`config.mk`:
```
export PLATFORM = sky130hd
export DESIGN_NAME = psum_accumulator_flat
export DESIGN_NICKNAME = d
export VERILOG_FILES = /design/src/rtl/psum_accumulator_if.sv /design/src/rtl/psum_accumulator.sv /design/src/flat_wrapper.sv
export SDC_FILE = /design/constraint.sdc
export NUM_CORES = 1
export LEC_CHECK = 0
export BUFFER_PORTS_ARGS = -buffer_cell sky130_fd_sc_hd__buf_4
export CAP_MARGIN = 15
export CORE_ASPECT_RATIO = 0.9
export CORE_MARGIN = 4
export CORE_UTILIZATION = 40
export DETAILED_ROUTE_END_ITERATION = 6
export SLEW_MARGIN = 20
export SYNTH_ARGS = -nofsm -noshare
export SYNTH_HDL_FRONTEND = slang
export SYNTH_SLANG_ARGS = --single-unit
```
`constraint.sdc`:
```
create_clock -name clk -period 5 [get_ports clk]
set_clock_uncertainty 0.05 [all_clocks]
set_input_delay 0.5 -clock clk [delete_from_list [all_inputs] [get_ports clk]]
set_output_delay 0.5 -clock clk [all_outputs]
set_load 0.01 [all_outputs]
```
`src/rtl/psum_accumulator_if.sv`:
```
// Stream bundle between the MAC column, the psum accumulator and the SRAM writer.
// Handshake: a beat moves on a rising edge where valid && ready; once raised, valid and data hold until that edge.
interface psum_accumulator_if #(
  parameter int psum_bw = 16
) ();
  logic [psum_bw-1:0] in_psum;
  logic               in_valid;
  logic [psum_bw-1:0] out_data;
  logic               out_valid;
  logic               out_ready;

  modport master (
    output in_psum, in_valid, out_ready,
    input  out_data, out_valid
  );

  modport slave (
    input  in_psum, in_valid, out_ready,
    output out_data, out_valid
  );
endinterface

```
`src/rtl/psum_accumulator.sv`:
```
// Per-column psum accumulator: sums depth-entry groups over num_pass passes with saturation,
// then drains them (optionally ReLU'd) over a valid/ready stream.
module psum_accumulator #(
  parameter int psum_bw = 16,
  parameter int depth   = 16,
  parameter int pass_bw = 4
) (
  input  logic               clk,
  input  logic               reset,
  input  logic               start,
  input  logic [pass_bw-1:0] num_pass,
  input  logic               relu_en,
  psum_accumulator_if.slave  bus,
  output logic               busy,
  output logic               done,
  output logic               err,
  output logic [1:0]         dbg_state
);
  localparam int ptr_bw = $clog2(depth);
  localparam logic [ptr_bw-1:0]  last_idx = ptr_bw'(depth - 1);
  localparam logic [psum_bw-1:0] sat_max  = {1'b0, {(psum_bw-1){1'b1}}};
  localparam logic [psum_bw-1:0] sat_min  = {1'b1, {(psum_bw-1){1'b0}}};

  typedef enum logic [1:0] {IDLE = 2'd0, ACCUM = 2'd1, DRAIN = 2'd2} state_t;

  state_t             state_q, state_d;
  logic [ptr_bw-1:0]  wptr_q, wptr_d;
  logic [ptr_bw-1:0]  rptr_q, rptr_d;
  logic [pass_bw-1:0] pass_cnt_q, pass_cnt_d;
  logic [pass_bw-1:0] last_pass_q, last_pass_d;
  logic               relu_q, relu_d;
  logic               err_q, err_d;
  logic               done_q, done_d;

  logic [psum_bw-1:0] acc_q [depth];
  logic [psum_bw-1:0] acc_d;
  logic               acc_we;
  logic [psum_bw-1:0] acc_rd;
  logic [psum_bw-1:0] drain_rd;
  logic [psum_bw:0]   sum_ext;

  // One extra bit exposes overflow: the top two bits disagree exactly when the sum left range.
  always_comb begin
    acc_rd  = acc_q[wptr_q];
    sum_ext = {acc_rd[psum_bw-1], acc_rd} + {bus.in_psum[psum_bw-1], bus.in_psum};
    if (pass_cnt_q == '0) begin
      acc_d = bus.in_psum;
    end else if (sum_ext[psum_bw] != sum_ext[psum_bw-1]) begin
      acc_d = sum_ext[psum_bw] ? sat_min : sat_max;
    end else begin
      acc_d = sum_ext[psum_bw-1:0];
    end
  end

  always_comb begin
    state_d     = state_q;
    wptr_d      = wptr_q;
    rptr_d      = rptr_q;
    pass_cnt_d  = pass_cnt_q;
    last_pass_d = last_pass_q;
    relu_d      = relu_q;
    err_d       = err_q;
    done_d      = 1'b0;
    acc_we      = 1'b0;
    case (state_q)
      IDLE: begin
        if (start) begin
          state_d     = ACCUM;
          last_pass_d = (num_pass == '0) ? '0 : num_pass - 1'b1;
          relu_d      = relu_en;
          wptr_d      = '0;
          rptr_d      = '0;
          pass_cnt_d  = '0;
          err_d       = 1'b0;
        end
      end
      ACCUM: begin
        if (bus.in_valid) begin
          acc_we = 1'b1;
          wptr_d = wptr_q + 1'b1;
          if (wptr_q == last_idx) begin
            if (pass_cnt_q == last_pass_q) state_d = DRAIN;
            else pass_cnt_d = pass_cnt_q + 1'b1;
          end
        end
      end
      DRAIN: begin
        if (bus.out_ready) begin
          rptr_d = rptr_q + 1'b1;
          if (rptr_q == last_idx) begin
            state_d = IDLE;
            done_d  = 1'b1;
          end
        end
      end
      default: state_d = IDLE;
    endcase
    // Stray input beats are dropped but remembered; a stray beat wins over a clearing start.
    if (bus.in_valid && state_q != ACCUM) err_d = 1'b1;
  end

  always_ff @(posedge clk or negedge reset) begin
    if (!reset) begin
      state_q     <= IDLE;
      wptr_q      <= '0;
      rptr_q      <= '0;
      pass_cnt_q  <= '0;
      last_pass_q <= '0;
      relu_q      <= 1'b0;
      err_q       <= 1'b0;
      done_q      <= 1'b0;
    end else begin
      state_q     <= state_d;
      wptr_q      <= wptr_d;
      rptr_q      <= rptr_d;
      pass_cnt_q  <= pass_cnt_d;
      last_pass_q <= last_pass_d;
      relu_q      <= relu_d;
      err_q       <= err_d;
      done_q      <= done_d;
    end
  end

  // Register file holds no reset: contents are meaningless until a group's first pass overwrites them.
  always_ff @(posedge clk) begin
    if (acc_we) acc_q[wptr_q] <= acc_d;
  end

  always_comb begin
    drain_rd      = acc_q[rptr_q];
    bus.out_valid = (state_q == DRAIN);
    bus.out_data  = '0;
    if (state_q == DRAIN) begin
      bus.out_data = (relu_q && drain_rd[psum_bw-1]) ? '0 : drain_rd;
    end
  end

  assign busy      = (state_q != IDLE);
  assign done      = done_q;
  assign err       = err_q;
  assign dbg_state = state_q;
endmodule

```
`src/flat_wrapper.sv`:
```
// flat-port wrapper written by rule: the top's interface ports become plain ports
module psum_accumulator_flat 
#(
  parameter int psum_bw = 16,
  parameter int depth   = 16,
  parameter int pass_bw = 4
)
  (clk, reset, start, num_pass, relu_en, busy, done, err, dbg_state, bus_in_psum, bus_in_valid, bus_out_ready, bus_out_data, bus_out_valid);
  psum_accumulator_if #(.psum_bw(psum_bw)) bus_i ();
  input  logic clk;
  input  logic reset;
  input  logic start;
  input  logic [pass_bw-1:0] num_pass;
  input  logic relu_en;
  output logic busy;
  output logic done;
  output logic err;
  output logic [1:0] dbg_state;
  input wire logic [$bits(bus_i.in_psum)-1:0] bus_in_psum;
  input wire logic [$bits(bus_i.in_valid)-1:0] bus_in_valid;
  input wire logic [$bits(bus_i.out_ready)-1:0] bus_out_ready;
  output wire logic [$bits(bus_i.out_data)-1:0] bus_out_data;
  output wire logic [$bits(bus_i.out_valid)-1:0] bus_out_valid;
  assign bus_i.in_psum = bus_in_psum;
  assign bus_i.in_valid = bus_in_valid;
  assign bus_i.out_ready = bus_out_ready;
  assign bus_out_data = bus_i.out_data;
  assign bus_out_valid = bus_i.out_valid;
  psum_accumulator #(.psum_bw(psum_bw), .depth(depth), .pass_bw(pass_bw)) u_core (.clk(clk), .reset(reset), .start(start), .num_pass(num_pass), .relu_en(relu_en), .bus(bus_i), .busy(busy), .done(done), .err(err), .dbg_state(dbg_state));
endmodule
```
==> results of run 1 <==
## sequential cells by signal, indices dropped and copies added (netlist names)
register and flops:
u_core.rptr_q 4, u_core.relu_q 1, u_core.acc_q 256, u_core.last_pass_q 4, u_core.wptr_q 4, u_core.pass_cnt_q 4
u_core.done 1, u_core.err 1, u_core.dbg_state 2
## worst register-to-register path: cells and delay by family, from the launching register on
kind	cells	cell delay [ps]
flops	1	570
mux	2	1050
fa+ha+maj	1	320
simple gates	1	70
buf+inv	2	420
compound gates	6	1750
## layout make-up
cell class              instances  area share (%)
diodes                          1          0.0153
clock buffers                  37            4.89
clock inverters                18            1.53
inverters                      13           0.299
multi-input cells             472            33.8
flip-flops and latches        277            50.4
well taps                     462            3.54
repair buffers                106            5.58
## worst min-delay path by stage
| stage | from | to | slack, ps | cells after the start |
|---|---|---|---|---|
| after floorplan | reset | u_core.dbg_state[0] | 150 | 0 |
| after global placement | reset | u_core.last_pass_q[3] | 360 | 1 |
| after detailed placement | reset | u_core.last_pass_q[3] | 360 | 1 |
| after CTS | relu_en | u_core.relu_q | 110 | 2 |
| after global routing | relu_en | u_core.relu_q | 120 | 2 |
| final | relu_en | u_core.relu_q | 130 | 2 |
## stage by stage
stage | instances | instance area [sq um] | setup slack [ps] | power (mW)
floorplan | 812 | 13900 | 464 | 6.66
global placement | 1328 | 15200 | 212 | 8.20
finish | 1386 | 16300 | 474 | 10.6
detailed placement | 1328 | 15200 | 89.0 | 8.23
CTS | 1384 | 16300 | 61.1 | 10.6
global route | 1386 | 16300 | 199 | 11.2
## power by group through the flow
stage,Combinational (mW),Clock (mW),Sequential [mW]
final,4.64,2.35,3.62
after global routing,5.02,2.49,3.66
after floorplan,3.19,0,3.48
after detailed placement,4.55,0,3.68
after CTS,4.57,2.39,3.64
after global placement,4.53,0,3.67
## kinds of logic (layout without fill, tap and decap cells)
logic type      count (synthesis)  count (layout)
other cells                     0               1
buf+inv                        63             174
simple gates                  141             141
fa+ha+maj                      24              24
flops                         277             277
mux                           172             172
compound gates                115             115
xor+xnor                       20              20
## timing repair
action	in CTS	in global routing
endpoints found under the setup margin	0	32
gates resized for setup	0	2
endpoints found under the hold margin	21	0
hold buffers	1	0
## routing by layer
layer	wire length [microns]	part of all wire [%]
met1	16200	44
met2	17100	46
met3	2810	7.6
met4	827	2.2
met5	0	0
## cell usage in the layout (no fill, tap or decap), types with 8 or more instances in the layout
cell,instances
edfxtp_1,256
mux4_2,136
buf_4,95
nand2_1,40
nor2_1,38
clkbuf_16,31
mux2i_1,28
a21oi_1,23
ha_1,23
dfrtp_1,16
o221ai_1,14
xor2_1,13
o21ai_0,12
a21oi_2,11
inv_1,10
o22ai_1,9
buf_12,9
mux2_2,8
and3_1,8
==> results.toml, run 1 <==
[outcome]
outcome = "complete, no violations"

[power]
leakage_nw = 5.40
switching_share_pct = 35.6
p_sw_mw = 3.78
internal-power_mw = 6.84
powerDensity_nw_per_um2 = 650
p_comb_share_pct = 43.7
pwr-share-clk_pct = 22.1
vdd_drop_max_uv = 388
seq_power_share_pct = 34.1

[route]
routed_wirelength_microns = 37000
wire_per_inst_microns = 26.7
route.vias.total = 8170
drtAntennaViolNets = 0
routed_via_density = 5.89
route.detailed.drc = 0
drt_iter0_markers = 757
drtPass1Iterations = 5

[critical_path]
critPathMaxStageDelay_ps = 570
rr_endpoint = "u_core.acc_q[4][3]"
reg2reg_setup_slack_ps = 470
path_delay_family = "compound AO/OA/AOI/OAI gates"
endpoint_kind = "register"
cp_cell_sequence = "buf_4, mux4_2, mux4_2, ha_1, a211oi_1, o21ai_1, o21a_1, o31a_2, o22ai_4, buf_4, nand2_1, a21oi_2"
crit_start = "u_core.wptr_q[0]"
reg2reg_depth = 12
worstReg2RegStart = "u_core.wptr_q[0]"
critPathKind = "reg -> reg"
startpoint_type = "register"
critPathMaxFanout = 16
crit_cells = 12
cp_slowest_cell = "dfrtp_4"
cp.arrival_ps = 4730
cp.required_ps = 5200
cp.buffers_inverters = 2
setup.worst_path.end = "u_core.acc_q[4][3]"

[grt]
busiest_layer = "met2"
use_met3_pct = 4.25
use_met2_pct = 30.7
grt_use_met1_pct = 28.8
grt_pass1_wl_microns = 54700
grt_pass1_vias = 8168
grtUsageTotal_pct = 19.7
grt_max_degree = 31
grt_overflow_total = 0
antenna_found_initial = 1

[final_layout]
fillers = 2908
multi_input_area_sq_um = 5510
drive_above_1_share_pct = 37.3
fin_nets = 950
final_core_util_pct = 47.8
regArea_sq_um = 8220
syn_to_final_growth_pct = 17.4

[floorplan]
std_cell_rows = 64
die_area_sq_um = 37800
die_w_microns = 205
start_util_pct = 40.8
dieHeight_microns = 185
core_area_sq_um = 34100
io_pins = 48

[synthesis]
synth_top_family_by_area = "multiplexers"
synth.area.mux_share_pct = 24.7
yosysMostFrequentCell = "edfxtp_1"
synthTopCellsByArea = "edfxtp_1 55%, mux4_2 22%, dfrtp_1 3.8%"
synth_nets = 862
ys_seq_elements = 277
syn_inst = 812
ys.flop_type = "edfxtp_1"
synth_edf_count = 256
synthSimpleGateAreaFrac_pct = 4.81
ys_warn_count = 0
synth_top_area_share_pct = 55.3
synth_area_sq_um = 13900
synth-xor-area-share_pct = 1.26
synth.avg_cell_area_sq_um = 17.1
ys_types = 61
synth.top_cells.by_count = "256 x edfxtp_1, 136 x mux4_2, 50 x nor2_1"
synth-async-reset-ratio_pct = 7.58
ys_seq_area_share_pct = 59.1
yosysTopAreaCell = "edfxtp_1"
synth_compound_area_share_pct = 5.82
synthAdderAreaFrac_pct = 2.21

[hold_path]
hold_path_class = "in -> reg"

[clock_tree]
cts.htree.levels = 1
cts_tree = "yes"
cts_root_buf = "clkbuf_16"
clockBufferDepth = 3
cts_made_buffers = 30
clock_sinks = 277
cts.clk_slew.worst_paths_ps = 60
post_cts_buffers = 0
clock_latency_ps = 560

[timing]
fin_tns_setup_ps = 0
setup-violations-final = 0
finalHoldViolations = 0
fmax_mhz = 221
fin_hold_ws_ps = 129
worstMarginPinSlew_ps = 987
slew_violations = 0
period_minus_slack_ps = 4530
rsz0062_at_grt = "no"
relSlewSlack_pct = 34.2
fin_crit_sh_pct = 90.5

[place]
place_congestion = 0.885
numPortBuffers = 47
hpwl_microns = 23700

[run]
maxCapViolCount = 0
No activity file was read; power rests on OpenSTA's default activity.
==> run 2, diff against run 1 <==
Settings changed: GPL_TIMING_DRIVEN set to 0.
==> results.toml, run 2 (synthesized netlist as in run 1, its figures left out) <==
[critical_path]
cp.required_ps = 5250
cp.arrival_ps = 5140
path_delay_family = "compound AO/OA/AOI/OAI gates"
critPathKind = "reg -> reg"
endpoint_kind = "register"
cp.buffers_inverters = 2
cp_slowest_cell = "clkbuf_1"
critPathMaxFanout = 16
critPathMaxStageDelay_ps = 810
cp_cell_sequence = "clkbuf_1, mux4_2, mux4_2, ha_1, o211ai_1, a21o_1, a31o_1, nor3b_2, nor2_1, a21oi_4, buf_6, a21oi_4"
startpoint_type = "register"

[final_layout]
final_cell_mix = "256 x edfxtp_1, 136 x mux4_2, 58 x buf_4"
final_cell_area_sq_um = 16500
drive_above_1_share_pct = 36.8
final_common_cell = "edfxtp_1"
top_register = "u_core.acc_q"
fin_nets = 962
largest_reg_flops = 256
syn_to_final_growth_pct = 18.6
num_antenna_cells = 0
fillers = 2888

[clock_tree]
clock_sinks = 277
clock_latency_ps = 560
cts.clk_slew.worst_paths_ps = 60
clockBufferDepth = 3
cts_root_buf = "clkbuf_16"
cts_tree = "yes"
cts_made_buffers = 29
cts.htree.levels = 1

[timing]
worstMarginPinSlew_ps = 1030
fin_crit_sh_pct = 97.9
fmax_mhz = 204
relSlewSlack_pct = 31.1
setup-violations-final = 0
slew_violations = 0
fin_tns_setup_ps = 0
finalHoldViolations = 0
rsz0062_at_grt = "yes"
period_minus_slack_ps = 4890

[route]
routed_via_density = 6.06
drt_iter0_markers = 991
routed_wirelength_microns = 39500
drtAntennaViolNets = 0
drtPass1Iterations = 5
wire_per_inst_microns = 28.3
route.detailed.drc = 0
route.vias.total = 8463

[run]
maxCapViolCount = 0

[floorplan]
io_pins = 48
std_cell_rows = 64
start_util_pct = 40.8
core_area_sq_um = 34100
dieHeight_microns = 185
die_area_sq_um = 37800
die_w_microns = 205

[place]
hpwl_microns = 27300
place_congestion = 0.863
numPortBuffers = 46
place_area_sq_um = 15300

[outcome]
outcome = "complete, no violations"

[grt]
grt_max_degree = 22
grt_overflow_total = 0
antenna_found_initial = 0
grt_pass1_wl_microns = 56700
grt_pass1_vias = 8346
grtUsageTotal_pct = 20.8

[hold_path]
hold_path_class = "in -> reg"

[power]
power_mw = 10.6
leakage_nw = 5.44
powerDensity_nw_per_um2 = 645
vdd_drop_max_uv = 315
==> run 2: changes by cell type in the layout (fill, tap and decap cells not counted), moves of 5 or more <==
cell      before  now
a21oi_4        0   12
nor2_4         6   12
buf_12         9    3
a21oi_2       11    4
buf_2          0   15
buf_4         95   58
nor2_2         7    1
a21oi_1       23   18
clkbuf_2       0    6
buf_16         0    8
clkbuf_1       6   20
buf_6          0    8
dfrtp_1       16   21
==> run 2: layout make-up <==
type	count	area (sq um)	area share, %
Inverter	13	48.8	0.296
Timing Repair Buffer	69	741	4.49
Tap cell	462	578	3.51
Multi-Input combinational cell	472	5670	34.4
Buffer	50	285	1.73
Clock inverter	16	164	0.994
Clock buffer	38	790	4.79
Sequential cell	277	8210	49.8
==> run 2: final timing paths <==
path                             startpoint  depth (start not counted)  slack, ps                    to
hold / removal                      relu_en                          2        140         u_core.relu_q
min in group asynchronous             reset                          2        340  u_core.pass_cnt_q[3]
setup reg to reg           u_core.wptr_q[1]                         12        110   u_core.acc_q[8][10]
hold reg to reg                  u_core.err                          1        490            u_core.err
setup / recovery           u_core.wptr_q[1]                         12        110   u_core.acc_q[8][10]
max in group asynchronous             reset                          2       4320      u_core.rptr_q[1]
==> run 2: routing by layer <==
metal	vias up	global-route usage, %	share of wire (%)	wire length [microns]
met5	-	0	0	0
met4	0	4.39	2.2	885
met3	57	4.38	8.5	3360
met2	391	33.8	47	18800
met1	4427	29.6	42	16500
li1	3588	-	-	-
==> run 2: through the flow <==
| stage | hold slack [ps] | instances | worst slack [ps] | utilization, % |
|---|---|---|---|---|
| 4_1_cts | 123 | 1395 | 24.0 | 48.0 |
| 5_1_grt | 137 | 1397 | -93.4 | 48.3 |
| 3_5_place_dp | 356 | 1340 | -963 | 44.8 |
| 3_3_place_gp | 353 | 1320 | -1190 | 43.5 |
| 2_1_floorplan | 154 | 812 | 464 | - |
| 6_report | 140 | 1397 | 107 | 48.3 |
==> run 2: power breakdown <==
group | leakage [nW] | switching (mW) | total, mW | internal, mW
logic | 2.39 | 3.04 | 5.01 | 1.97
clock network | 0.468 | 0.888 | 2.15 | 1.27
registers | 2.57 | 0.128 | 3.47 | 3.34
==> run 2: what timing repair did <==
item,4_1_cts,5_1_grt
buffers inserted,0,2
endpoints found under the setup margin,256,253
gates resized for setup,30,13
endpoints found under the hold margin,21,0
pin swaps,0,2
hold buffers,1,0
==> run 3, diff against run 2 <==
Settings changed: CORE_ASPECT_RATIO 0.9 to 0.5.
Clock period 5 ns to 6.1 ns, I/O delays scaled along.
==> results.toml, run 3 (synthesized netlist as in run 1, its figures left out) <==
[grt]
antenna_found_initial = 0
busiest_layer = "met2"
use_met3_pct = 6.35
grt_pass1_wl_microns = 59000
grtUsageTotal_pct = 21.5
use_met2_pct = 32.1
grt_max_degree = 22
grt_overflow_total = 0
grt_use_met1_pct = 31.0
grt_pass1_vias = 8614

[timing]
fin_crit_sh_pct = 95.3
period_minus_slack_ps = 5810
fmax_mhz = 172
slew_violations = 0
fin_tns_setup_ps = 0
rsz0062_at_grt = "no"
setup_ws_ps = 290
setup-violations-final = 0
worstMarginPinSlew_ps = 1200
finalHoldViolations = 0
relSlewSlack_pct = 19.9
fin_hold_ws_ps = 252

[critical_path]
crit_start = "u_core.wptr_q[1]"
cp.arrival_ps = 5990
critPathKind = "reg -> reg"
critPathMaxFanout = 16
reg2reg_setup_slack_ps = 290
cp.required_ps = 6280
rr_endpoint = "u_core.acc_q[2][3]"
reg2reg_depth = 13
startpoint_type = "register"
endpoint_kind = "register"
worstReg2RegStart = "u_core.wptr_q[1]"
setup.worst_path.end = "u_core.acc_q[2][3]"

[final_layout]
fin_nets = 956
regArea_sq_um = 8210
drive_above_1_share_pct = 35.6
syn_to_final_growth_pct = 15.7
final_core_util_pct = 47.8
final_cell_area_sq_um = 16100
multi_input_area_sq_um = 5560
top_register = "u_core.acc_q"
largest_reg_flops = 256
instances_no_fill = 1388
final_common_cell = "edfxtp_1"
num_antenna_cells = 0
fillers = 2887
final_cell_mix = "256 x edfxtp_1, 136 x mux4_2, 61 x buf_4"

[route]
routed_via_density = 6.23
drtPass1Iterations = 5
routed_wirelength_microns = 41100
drt_iter0_markers = 960
drtAntennaViolNets = 0
wire_per_inst_microns = 29.6
route.vias.total = 8650
route.detailed.drc = 0

[clock_tree]
cts.clk_slew.worst_paths_ps = 70
cts_tree = "yes"
cts.htree.levels = 1
cts_made_buffers = 27
clock_latency_ps = 550
clock_sinks = 277
clockBufferDepth = 3
cts_root_buf = "clkbuf_16"

[place]
dp_cells = 1340
numPortBuffers = 46
hpwl_microns = 28600
place_congestion = 0.951
dp_slack_ps = -108
place_area_sq_um = 15200

[power]
vdd_drop_max_uv = 217
power_mw = 8.44
leakage_nw = 5.29
powerDensity_nw_per_um2 = 525

[floorplan]
dieHeight_microns = 140
die_area_sq_um = 38000
core_area_sq_um = 33600
die_w_microns = 272
io_pins = 48
start_util_pct = 41.3
std_cell_rows = 47

[outcome]
outcome = "complete, no violations"

[hold_path]
hold_path_class = "in -> reg"

[run]
maxCapViolCount = 0
## run 3: worst min-delay path by stage
stage | startpoint | end | slack (ps) | cells past startpoint
after CTS | relu_en | u_core.relu_q | 230 | 2
after global placement | reset | u_core.last_pass_q[0] | 460 | 1
after global routing | relu_en | u_core.relu_q | 240 | 2
after floorplan | reset | u_core.dbg_state[0] | 260 | 0
after detailed placement | reset | u_core.last_pass_q[0] | 460 | 1
final | relu_en | u_core.relu_q | 250 | 2
## run 3: cell type report
cell class,instances,share of cell area [%]
sequential,277,51.1
clock inverter,10,0.451
timing repair buffer,65,3.58
buffer,50,1.57
multi-input combinational,472,34.6
inverter,13,0.303
tap,465,3.62
clock buffer,36,4.86
## run 3: power by group
group          switching (mW)  internal (mW)  total [mW]
combinational            2.44           1.51        3.95
sequential              0.105           2.74        2.85
clock                   0.713          0.935        1.65
total                    3.26           5.18        8.44
## run 3: timing repair
action | in CTS | in global routing
hold buffers | 1 | 0
setup endpoints to repair | 65 | 48
buffers inserted | 0 | 0
gates resized for setup | 2 | 5
hold endpoints to repair | 21 | 0
## run 3: worst max-delay path: stages, from the launching register on
cell and delay [ps]:
dfrtp_1 490, buf_1 560, clkbuf_1 840, mux4_2 430, mux4_2 510, ha_1 360
a21o_1 220, nand2_1 80, a31oi_1 260, o21ai_1 180, nor2_1 420, a21oi_2 200
buf_4 250, a21oi_2 620
## run 3: routing by layer
metal | up-vias | part of all wire (%) | wire length (microns)
met2 | 445 | 45 | 18300
met5 | - | 0 | 0
met3 | 59 | 11 | 4340
li1 | 3572 | - | -
met1 | 4574 | 42 | 17300
met4 | 0 | 2.7 | 1100
